--- src/rtl/sr_pq_param_pkg.sv ---
// pq_pkg: shared ordering constants, cell op codes and the priority compare helper.
package pq_pkg;
  localparam bit MIN_FIRST = 1'b0;
  localparam bit MAX_FIRST = 1'b1;
  localparam int DEF_KW = 8;
  localparam int DEF_VW = 8;
  localparam int DEF_DEPTH = 8;
  localparam int MAX_KW = 64;
  typedef enum logic [1:0] {OP_NOP, OP_ENQ, OP_DEQ, OP_REP} op_e;
  // keys are unsigned, so zero-extending to MAX_KW preserves their order
  function automatic logic better(input logic [MAX_KW-1:0] a, input logic [MAX_KW-1:0] b, input logic max_first);
    return max_first ? (a > b) : (a < b);
  endfunction
endpackage

--- src/rtl/sr_pq_param_if.sv ---
// sr_pq_param_if: enqueue/dequeue request and head/status bundle of the priority queue.
interface sr_pq_param_if import pq_pkg::*; #(parameter int KW = DEF_KW, parameter int VW = DEF_VW, parameter int CW = 4);
  logic enq;
  logic deq;
  logic clr_err;
  logic [KW-1:0] kvi_key;
  logic [VW-1:0] kvi_val;
  logic [KW-1:0] kvo_key;
  logic [VW-1:0] kvo_val;
  logic full;
  logic empty;
  logic busy;
  logic [CW-1:0] count;
  logic ovf;
  logic udf;
  modport master(output enq, deq, clr_err, kvi_key, kvi_val,
                 input kvo_key, kvo_val, full, empty, busy, count, ovf, udf);
  modport slave(input enq, deq, clr_err, kvi_key, kvi_val,
                output kvo_key, kvo_val, full, empty, busy, count, ovf, udf);
endinterface

--- src/rtl/sr_pq_param_cell.sv ---
// sr_pq_cell: one stage of the sorted shift register; picks own, left, right or new item.
module sr_pq_cell import pq_pkg::*; #(
  parameter int KW = DEF_KW,
  parameter int VW = DEF_VW,
  parameter bit MAX_FIRST = 1'b0,
  parameter bit HEAD = 1'b0
) (
  input  logic clk,
  input  logic rst_n,
  input  op_e op,
  input  logic f_l,
  input  logic f_r,
  input  logic l_valid,
  input  logic [KW-1:0] l_key,
  input  logic [VW-1:0] l_val,
  input  logic r_valid,
  input  logic [KW-1:0] r_key,
  input  logic [VW-1:0] r_val,
  input  logic [KW-1:0] n_key,
  input  logic [VW-1:0] n_val,
  output logic f,
  output logic valid,
  output logic [KW-1:0] key,
  output logic [VW-1:0] val
);
  logic g;
  logic [1:0] sel;
  assign f = !valid || better(MAX_KW'(n_key), MAX_KW'(key), MAX_FIRST);
  // on replace the head leaves, so position i's left flag is this cell's own flag
  assign g = !HEAD && f;
  // sel: 0 keep, 1 take left, 2 take right, 3 load new item
  assign sel = op == OP_ENQ ? (f ? (f_l ? 2'd1 : 2'd3) : 2'd0)
             : op == OP_DEQ ? 2'd2
             : op == OP_REP ? (f_r ? (g ? 2'd0 : 2'd3) : 2'd2)
             : 2'd0;
  always_ff @(posedge clk or negedge rst_n) begin
    if (!rst_n) begin
      valid <= 1'b0;
      key <= '0;
      val <= '0;
    end else begin
      valid <= sel == 2'd0 ? valid : sel == 2'd1 ? l_valid : sel == 2'd2 ? r_valid : 1'b1;
      key <= sel == 2'd0 ? key : sel == 2'd1 ? l_key : sel == 2'd2 ? r_key : n_key;
      val <= sel == 2'd0 ? val : sel == 2'd1 ? l_val : sel == 2'd2 ? r_val : n_val;
    end
  end
endmodule

--- src/rtl/sr_pq_param.sv ---
// sr_pq_param: shift-register priority queue with single-cycle enqueue, dequeue and replace.
module sr_pq_param import pq_pkg::*; #(
  parameter int DEPTH = DEF_DEPTH,
  parameter int KW = DEF_KW,
  parameter int VW = DEF_VW,
  parameter bit MAX_FIRST = 1'b0,
  localparam int CW = $clog2(DEPTH + 1)
) (
  input logic clk,
  input logic rst_n,
  sr_pq_param_if.slave pq
);
  // index 0 and DEPTH+1 are constant empty neighbours of the end cells
  logic [DEPTH+1:0] vx;
  logic [DEPTH+1:0] fx;
  logic [KW-1:0] kx [DEPTH+2];
  logic [VW-1:0] dx [DEPTH+2];
  logic [CW-1:0] cnt;
  logic ovf_q;
  logic udf_q;
  logic full;
  logic empty;
  op_e op;
  assign vx[0] = 1'b0;
  assign vx[DEPTH+1] = 1'b0;
  assign fx[0] = 1'b0;
  assign fx[DEPTH+1] = 1'b1;
  assign kx[0] = '0;
  assign kx[DEPTH+1] = '0;
  assign dx[0] = '0;
  assign dx[DEPTH+1] = '0;
  assign full = cnt == CW'(DEPTH);
  assign empty = cnt == '0;
  assign op = (pq.enq && pq.deq) ? (empty ? OP_ENQ : OP_REP)
            : pq.enq ? (full ? OP_NOP : OP_ENQ)
            : pq.deq ? (empty ? OP_NOP : OP_DEQ)
            : OP_NOP;
  for (genvar i = 0; i < DEPTH; i++) begin : g_cell
    sr_pq_cell #(.KW(KW), .VW(VW), .MAX_FIRST(MAX_FIRST), .HEAD(i == 0)) u_cell (
      .clk(clk), .rst_n(rst_n), .op(op),
      .f_l(fx[i]), .f_r(fx[i+2]),
      .l_valid(vx[i]), .l_key(kx[i]), .l_val(dx[i]),
      .r_valid(vx[i+2]), .r_key(kx[i+2]), .r_val(dx[i+2]),
      .n_key(pq.kvi_key), .n_val(pq.kvi_val),
      .f(fx[i+1]), .valid(vx[i+1]), .key(kx[i+1]), .val(dx[i+1])
    );
  end
  always_ff @(posedge clk or negedge rst_n) begin
    if (!rst_n) begin
      cnt <= '0;
      ovf_q <= 1'b0;
      udf_q <= 1'b0;
    end else begin
      cnt <= op == OP_ENQ ? cnt + CW'(1) : op == OP_DEQ ? cnt - CW'(1) : cnt;
      ovf_q <= (pq.enq && !pq.deq && full) || (ovf_q && !pq.clr_err);
      udf_q <= (pq.deq && empty) || (udf_q && !pq.clr_err);
    end
  end
  assign pq.kvo_key = kx[1];
  assign pq.kvo_val = dx[1];
  assign pq.full = full;
  assign pq.empty = empty;
  assign pq.busy = 1'b0;
  assign pq.count = cnt;
  assign pq.ovf = ovf_q;
  assign pq.udf = udf_q;
endmodule

--- src/flat_wrapper.sv ---
// flat-port wrapper written by rule: the top's interface ports become plain ports
module sr_pq_param_flat import pq_pkg::*;
#(
  parameter int DEPTH = DEF_DEPTH,
  parameter int KW = DEF_KW,
  parameter int VW = DEF_VW,
  parameter bit MAX_FIRST = 1'b0,
  localparam int CW = $clog2(DEPTH + 1)
)
  (clk, rst_n, pq_enq, pq_deq, pq_clr_err, pq_kvi_key, pq_kvi_val, pq_kvo_key, pq_kvo_val, pq_full, pq_empty, pq_busy, pq_count, pq_ovf, pq_udf);
  sr_pq_param_if #(.KW(KW), .VW(VW), .CW(4)) pq_i ();
  input logic clk;
  input logic rst_n;
  input wire logic [$bits(pq_i.enq)-1:0] pq_enq;
  input wire logic [$bits(pq_i.deq)-1:0] pq_deq;
  input wire logic [$bits(pq_i.clr_err)-1:0] pq_clr_err;
  input wire logic [$bits(pq_i.kvi_key)-1:0] pq_kvi_key;
  input wire logic [$bits(pq_i.kvi_val)-1:0] pq_kvi_val;
  output wire logic [$bits(pq_i.kvo_key)-1:0] pq_kvo_key;
  output wire logic [$bits(pq_i.kvo_val)-1:0] pq_kvo_val;
  output wire logic [$bits(pq_i.full)-1:0] pq_full;
  output wire logic [$bits(pq_i.empty)-1:0] pq_empty;
  output wire logic [$bits(pq_i.busy)-1:0] pq_busy;
  output wire logic [$bits(pq_i.count)-1:0] pq_count;
  output wire logic [$bits(pq_i.ovf)-1:0] pq_ovf;
  output wire logic [$bits(pq_i.udf)-1:0] pq_udf;
  assign pq_i.enq = pq_enq;
  assign pq_i.deq = pq_deq;
  assign pq_i.clr_err = pq_clr_err;
  assign pq_i.kvi_key = pq_kvi_key;
  assign pq_i.kvi_val = pq_kvi_val;
  assign pq_kvo_key = pq_i.kvo_key;
  assign pq_kvo_val = pq_i.kvo_val;
  assign pq_full = pq_i.full;
  assign pq_empty = pq_i.empty;
  assign pq_busy = pq_i.busy;
  assign pq_count = pq_i.count;
  assign pq_ovf = pq_i.ovf;
  assign pq_udf = pq_i.udf;
  sr_pq_param #(.DEPTH(DEPTH), .KW(KW), .VW(VW), .MAX_FIRST(MAX_FIRST)) u_core (.clk(clk), .rst_n(rst_n), .pq(pq_i));
endmodule
--- config.mk ---
export PLATFORM = sky130hd
export DESIGN_NAME = sr_pq_param_flat
export DESIGN_NICKNAME = d
export VERILOG_FILES = /design/src/rtl/sr_pq_param_pkg.sv /design/src/rtl/sr_pq_param_if.sv /design/src/rtl/sr_pq_param_cell.sv /design/src/rtl/sr_pq_param.sv /design/src/flat_wrapper.sv
export SDC_FILE = /design/constraint.sdc
export NUM_CORES = 1
export LEC_CHECK = 0
export CORE_UTILIZATION = 35
export CTS_CLUSTER_SIZE = 25
export DETAILED_ROUTE_END_ITERATION = 16
export GPL_ROUTABILITY_DRIVEN = 1
export GPL_TIMING_DRIVEN = 0
export SLEW_MARGIN = 20
export SYNTH_ARGS = -nofsm -noshare
export SYNTH_HDL_FRONTEND = slang
export SYNTH_HIERARCHICAL = 1
export SYNTH_SLANG_ARGS = --single-unit
--- constraint.sdc ---
create_clock -name clk -period 6.4 [get_ports clk]
set_input_delay 1.28 -clock clk [delete_from_list [all_inputs] [get_ports clk]]
set_output_delay 1.28 -clock clk [all_outputs]
set_load 0.01 [all_outputs]
==> metrics.cfg, run 1 <==
[run_status]
outcome=complete, no violations

[routing]
via_per_inst=5.270
via_count=7578
wl_per_cell_microns=18.54
drcViolationCount=0
drt_pass1_iterations=5
routed_wl_mm=26.66
drtIter0Drc=428
ant_nets=0

[floorplan]
dieArea_sq_um=32580
start_util_pct=35.98
die_x_microns=180.5
num_rows=64
num_io_pins=46
core_sq_um=30990
die_h_microns=180.5

[worst_setup_path]
cp.arrival_ns=5.45
reg2regPathDepth=10
worstPathCellList=clkdlybuf4s50_1, ha_1, and3_1, o2111ai_1, o21a_1, a21boi_1, buf_2, mux2_2, mux2_2, mux2_2
cp-start-kind=primary input
critPathMaxStageDelay_ns=0.87
r2r_slack_ns=2.82
crit_top_cell=mux2_2
cp.required_ns=6.71
slowest_stage=clkdlybuf4s50_1
setup.worst_path.class=in -> reg
r2r-start=u_core/g_cell[7].u_cell/key[7]
r2r_end=u_core/g_cell[6].u_cell/val[3]
critPathCaptureType=register
crit_path_max_fanout=16

[layout]
final_nets=1112
final_area_sq_um=12850
area_growth_pct=15.28
drive_above_1_share_pct=34.84
diodes=0

[placement]
hpwlAfterDp_mm=19.98
io_buffers=44
place_congestion=0.7637
dpl_cell_area_sq_um=12290

[cts]
cts_resized=0
ctsHoldBuffers=0
postCtsSetupRepairBufs=0
clockBufferDepth=2
cts_sinks=142
cts-root-buf=clkbuf_16
htreeDepth=4
clk-insertion-delay-late_ns=0.43
cts_buffers=17
cts_tree=built
clk_pin_slew_ns=0.06

[global_route]
grt_pass1_wl_mm=43.79
grt_usage_pct=17.04
grt_max_degree=80
antenna_found_initial=0
grt_pass1_vias=7990
grt_overflow=0

[logic_synthesis]
yosysWarnings=6
synth_commonest_cells=mux2_2 (210), dfrtp_1 (142), mux2i_1 (115)
synth_top_area_share_pct=31.87
yosysMostFrequentCell=mux2_2
synth_area_sq_um=11150
yosys.area.top_type=dfrtp_1
ys_types=56
syn_inst=930
ys_seq_elements=142
ys_seq_area_share_pct=31.87
synth-edff-count=0
async_flop_share_pct=100.0
synthTopCellsByArea=dfrtp_1 (32%), mux2_2 (21%), mux2i_1 (10%)
syn_area_per_cell_sq_um=11.99
synth_flop_cell=dfrtp_1

[pwr]
leakage_nw=5.996
ir_drop_uv=223.3
powerDensity_nw_per_um2=484.7

[timing]
finalClockSkew_ns=0.01142
final_hold_viol_count=0
max_freq_mhz=194.5
setup_violations=0
min_period_over_period_pct=80.32
tightest_slew_ns=0.8766
maxSlewHeadroom_pct=41.38
tns_ns=0
finalCriticalPeriod_ns=5.141
drv_slew=0
rsz0062_at_grt=false

[hold_path]
hold_end=u_core/g_cell[7].u_cell/val[3]
hp-class=reg -> reg
min_path_cells=1
hp-start=u_core/g_cell[7].u_cell/val[3]

[job]
cap_violations=0

[through the flow]
stage / std cells / utilization (%) / worst slack, ns / total power [mW] / hold WS, ns
floorplan: 966 / - / 2.177 / 4.395 / 0.4749
global route: 1438 / 41.48 / 1.039 / 6.685 / 0.5200
detailed placement: 1408 / 39.66 / 0.7896 / 5.263 / 0.4936
finish: 1438 / 41.48 / 1.259 / 6.231 / 0.5025
CTS: 1438 / 41.48 / 1.230 / 6.279 / 0.5063
global placement: 1406 / 39.44 / -2.492 / 5.173 / 0.4854
[registers in the layout, summed over array words and instances, names as in the netlist]
register	flops
u_core/pq.udf	1
u_core/g_cell.u_cell/valid	8
u_core/pq.count	4
u_core/g_cell.u_cell/val	64
u_core/pq.ovf	1
u_core/g_cell.u_cell/key	64
[layout by cell type (no fill, tap or decap), drive strengths merged, types with 9 or more instances in the layout]
cell type      count
o211ai            16
ha                59
nand3              9
nor2              17
nor2b              9
conb              38
nand2b            10
a21o              14
a211o             16
inv               76
mux2             239
dfrtp            142
a21oi             23
clkdlybuf4s50     43
clkbuf            30
o2111ai           14
a2bb2oi           16
mux2i            115
buf               38
o21a              23
[layer usage]
metal | part of all wire (%) | global-route usage [%]
met1 | 50 | 23.62
met2 | 47 | 27.74
met3 | 1.9 | 2.466
met4 | 0.87 | 4.274
met5 | 0 | 0
[how the worst max path moves through the flow]
stage,startpoint,endpoint,slack (ns),cells past startpoint
after global routing,pq_kvi_key[7],u_core/g_cell[5].u_cell/val[5],1.04,10
after floorplan,pq_deq,u_core/pq.count[3],2.18,8
after global placement,rst_n,u_core/g_cell[0].u_cell/val[1],-2.49,1
final,pq_kvi_key[6],u_core/g_cell[6].u_cell/val[3],1.26,10
after CTS,pq_kvi_key[6],u_core/g_cell[6].u_cell/val[3],1.23,10
after detailed placement,pq_kvi_key[7],u_core/g_cell[6].u_cell/val[5],0.79,10
[area by class of cell]
cell class	instances	area, sq um
inverters	76	285.3
repair buffers	46	500.5
clock inverters	7	87.58
fillers	2933	18130
well taps	396	495.5
clock buffers	23	478.0
plain buffers	42	310.3
multi-input cells	706	7144
flip-flops and latches	142	3553
[power breakdown]
group | internal [mW] | total, mW | switching, mW
Sequential | 1.38 | 1.83 | 0.448
Clock | 0.598 | 0.990 | 0.392
Combinational | 1.85 | 3.42 | 1.57
Total | 3.82 | 6.23 | 2.41
[critical path, delay by kind of cell]
kind	cells	cell delay [ns]
buffers and inverters	2	1.28
multiplexers	3	0.88
adder cells (fa/ha/maj)	1	0.54
AO/OA/AOI/OAI	3	1.26
AND/OR/NAND/NOR	1	0.20
[cells by family (layout without fill, tap and decap cells)]
| family | Yosys count | after routing | share of synthesized area [%] |
|---|---|---|---|
| xor gates and xnor gates | 2 | 2 | 0.1571 |
| buffers and inverters | 118 | 194 | 5.341 |
| other | 2 | 38 | 0.06735 |
| AOI/OAI and AO/OA | 187 | 187 | 16.45 |
| and+or+nand+nor | 65 | 65 | 3.916 |
| muxes | 354 | 354 | 35.40 |
| DFF | 142 | 142 | 31.87 |
| adders and majority gates | 60 | 60 | 6.800 |
(Power assumes the default switching activity.)
==> run 2, diff against run 1 <==
==> constraint.sdc (replaced) <==
create_clock -name clk -period 5 [get_ports clk]
set_input_delay 1 -clock clk [delete_from_list [all_inputs] [get_ports clk]]
set_output_delay 1 -clock clk [all_outputs]
set_load 0.01 [all_outputs]
==> run 2 against run 1 <==
Sequential share of layout area about the same. Cell area barely moved. Critical endpoint is now u_core/g_cell[1].u_cell/val[4]. Via count is 0.34% higher. Critical path type unchanged.
==> metrics.cfg, run 2 (synthesis gave the netlist of run 1 again) <==
[pwr]
leakage_nw=5.997  ; about the same
powerDensity_nw_per_um2=620.6  ; +28%
finalPower_mw=7.984  ; +28%
ir_drop_uv=286.1  ; +28%

[worst_setup_path]
cp.arrival_ns=4.98  ; -0.47 ns
worstPathCellList=clkdlybuf4s50_1, ha_1, and3_4, o2111ai_2, o21a_1, a21boi_1, buf_2, mux2_2, mux2_4, mux2_4
reg2regPathDepth=10  ; unchanged
r2r_slack_ns=1.55  ; -1.27 ns
critPathMaxStageDelay_ns=0.85  ; -0.02 ns
setup.worst_path.class=in -> reg
cp-start-kind=primary input
critPathCaptureType=register
r2r-start=u_core/g_cell[2].u_cell/key[7]
cp.depth=10  ; unchanged
crit_path_max_fanout=16  ; unchanged
cp.required_ns=5.31  ; -1.40 ns
crit_top_cell=mux2_4
path_buf_inv=2  ; unchanged
r2r_end=u_core/g_cell[1].u_cell/val[4]
slowest_stage=clkdlybuf4s50_1
cp_top_family=buffers and inverters

[global_route]
grt_pass1_vias=7990  ; unchanged
grt_pass1_wl_mm=43.79  ; unchanged
grt_overflow=0  ; unchanged
antenna_found_initial=0  ; unchanged
grt_max_degree=80  ; unchanged
grt_usage_pct=17.04  ; unchanged

[timing]
finalClockSkew_ns=0.01198  ; +0.0005614 ns
drv_slew=0  ; unchanged
tightest_slew_ns=0.8660  ; -0.01062 ns
finalCriticalPeriod_ns=4.666
setup_violations=0  ; unchanged
rsz0062_at_grt=false
max_freq_mhz=214.3
maxSlewHeadroom_pct=42.09  ; +0.71 points
final_hold_viol_count=0  ; unchanged
setup_slack_ns=0.3342  ; -0.9253 ns
min_period_over_period_pct=93.32

[routing]
drcViolationCount=0  ; unchanged
ant_nets=0  ; unchanged
routed_wl_mm=26.68  ; about the same
drtIter0Drc=421  ; -1.6%
via_count=7604  ; +0.34%
via_per_inst=5.288  ; +0.34%
wl_per_cell_microns=18.55  ; about the same
drt_pass1_iterations=5  ; unchanged

[layout]
area_growth_pct=15.38  ; about the same
drive_above_1_share_pct=35.12  ; +0.29 points
final_core_util_pct=41.52  ; about the same
final_common_cell=mux2_2
layout_common_cells=mux2_2 (210), dfrtp_1 (142), mux2i_1 (115), inv_1 (75), ha_1 (59)
final_nets=1112  ; unchanged
diodes=0  ; unchanged
largestRegisters=u_core/g_cell.u_cell/key (64), u_core/g_cell.u_cell/val (64), u_core/g_cell.u_cell/valid (8)

[cts]
cts_tree=built
ctsHoldBuffers=0  ; unchanged
clk-insertion-delay-late_ns=0.43  ; about the same
clockBufferDepth=2  ; unchanged
htreeDepth=4  ; unchanged
cts_buffers=17  ; unchanged
cts-root-buf=clkbuf_16
cts_sinks=142  ; unchanged
clk_pin_slew_ns=0.06  ; about the same

[placement]
place_congestion=0.7637  ; unchanged
io_buffers=44  ; unchanged
place_ws_ns=-0.3304  ; -1.120 ns
hpwlAfterDp_mm=19.98  ; unchanged

[job]
cap_violations=0  ; unchanged

[floorplan]
dieArea_sq_um=32580  ; unchanged
core_sq_um=30990  ; unchanged
num_io_pins=46  ; unchanged
start_util_pct=35.98  ; unchanged
num_rows=64  ; unchanged
die_h_microns=180.5  ; unchanged
die_x_microns=180.5  ; unchanged

[hold_path]
hold_end=u_core/g_cell[7].u_cell/val[3]
min_path_cells=1  ; unchanged
hp-class=reg -> reg
hp-start=u_core/g_cell[7].u_cell/val[3]

[run_status]
outcome=complete, no violations

-- run 2: changes by cell type in the layout (fill, tap and decap cells not counted) --
cell	before	now
a21boi_2	0	3
a21boi_1	8	5
-- run 2: layer usage --
layer / up-vias / wire length [microns] / global-route usage, %
li1: 3690 / - / -
met1: 3812 / 13290 / 23.62
met2: 88 / 12500 / 27.74
met3: 14 / 662 / 2.466
met4: 0 / 231 / 4.274
met5: - / 0 / 0
-- run 2: layout make-up --
| class | instances | area (sq um) |
|---|---|---|
| plain buffers | 42 | 310.3 |
| clock buffers | 23 | 478.0 |
| clock inverters | 7 | 87.58 |
| fillers | 2931 | 18120 |
| inverters | 76 | 285.3 |
| multi-input cells | 706 | 7156 |
| flip-flops and latches | 142 | 3553 |
| well taps | 396 | 495.5 |
| repair buffers | 46 | 500.5 |
-- run 2: worst max-delay path by stage --
stage                       start                        endpoint  slack [ns]
global route        pq_kvi_key[7]  u_core/g_cell[1].u_cell/val[3]        0.09
detailed placement  pq_kvi_key[7]  u_core/g_cell[6].u_cell/val[5]       -0.33
floorplan                  pq_deq              u_core/pq.count[3]        1.06
global placement            rst_n  u_core/g_cell[0].u_cell/val[1]       -3.61
finish              pq_kvi_key[7]  u_core/g_cell[1].u_cell/val[4]        0.33
CTS                 pq_kvi_key[6]  u_core/g_cell[6].u_cell/val[3]        0.11
-- run 2: where the power goes --
group / leakage, nW / total [mW] / internal [mW] / switching (mW)
sequential: 1.67 / 2.34 / 1.76 / 0.573
combinational: 4.05 / 4.38 / 2.37 / 2.01
clock: 0.279 / 1.27 / 0.765 / 0.502
total: 6.00 / 7.98 / 4.90 / 3.09
-- run 2: repair_timing --
action	in CTS	in global routing
gates resized for setup	0	3
endpoints found under the hold margin	0	0
endpoints found under the setup margin	0	8
setup buffers	0	0
-- run 2: through the flow --
stage	area, sq um	TNS [ns]	cells	hold slack (ns)
3_3_place_gp	12220	-569.93	1406	0.4854
4_1_cts	12850	0	1438	0.5063
5_1_grt	12870	0	1438	0.5200
3_5_place_dp	12290	-3.905	1408	0.4936
2_1_floorplan	11290	0	966	0.4749
6_report	12870	0	1438	0.5017
-- run 2: worst register-to-register path, delay by kind of cell, from the launching register on --
kind / cells / cell delay, ns
buf+inv: 2 / 0.46
fa+ha+maj: 1 / 0.30
compound gates: 3 / 1.07
simple gates: 1 / 0.21
flops: 1 / 0.40
mux: 3 / 0.88
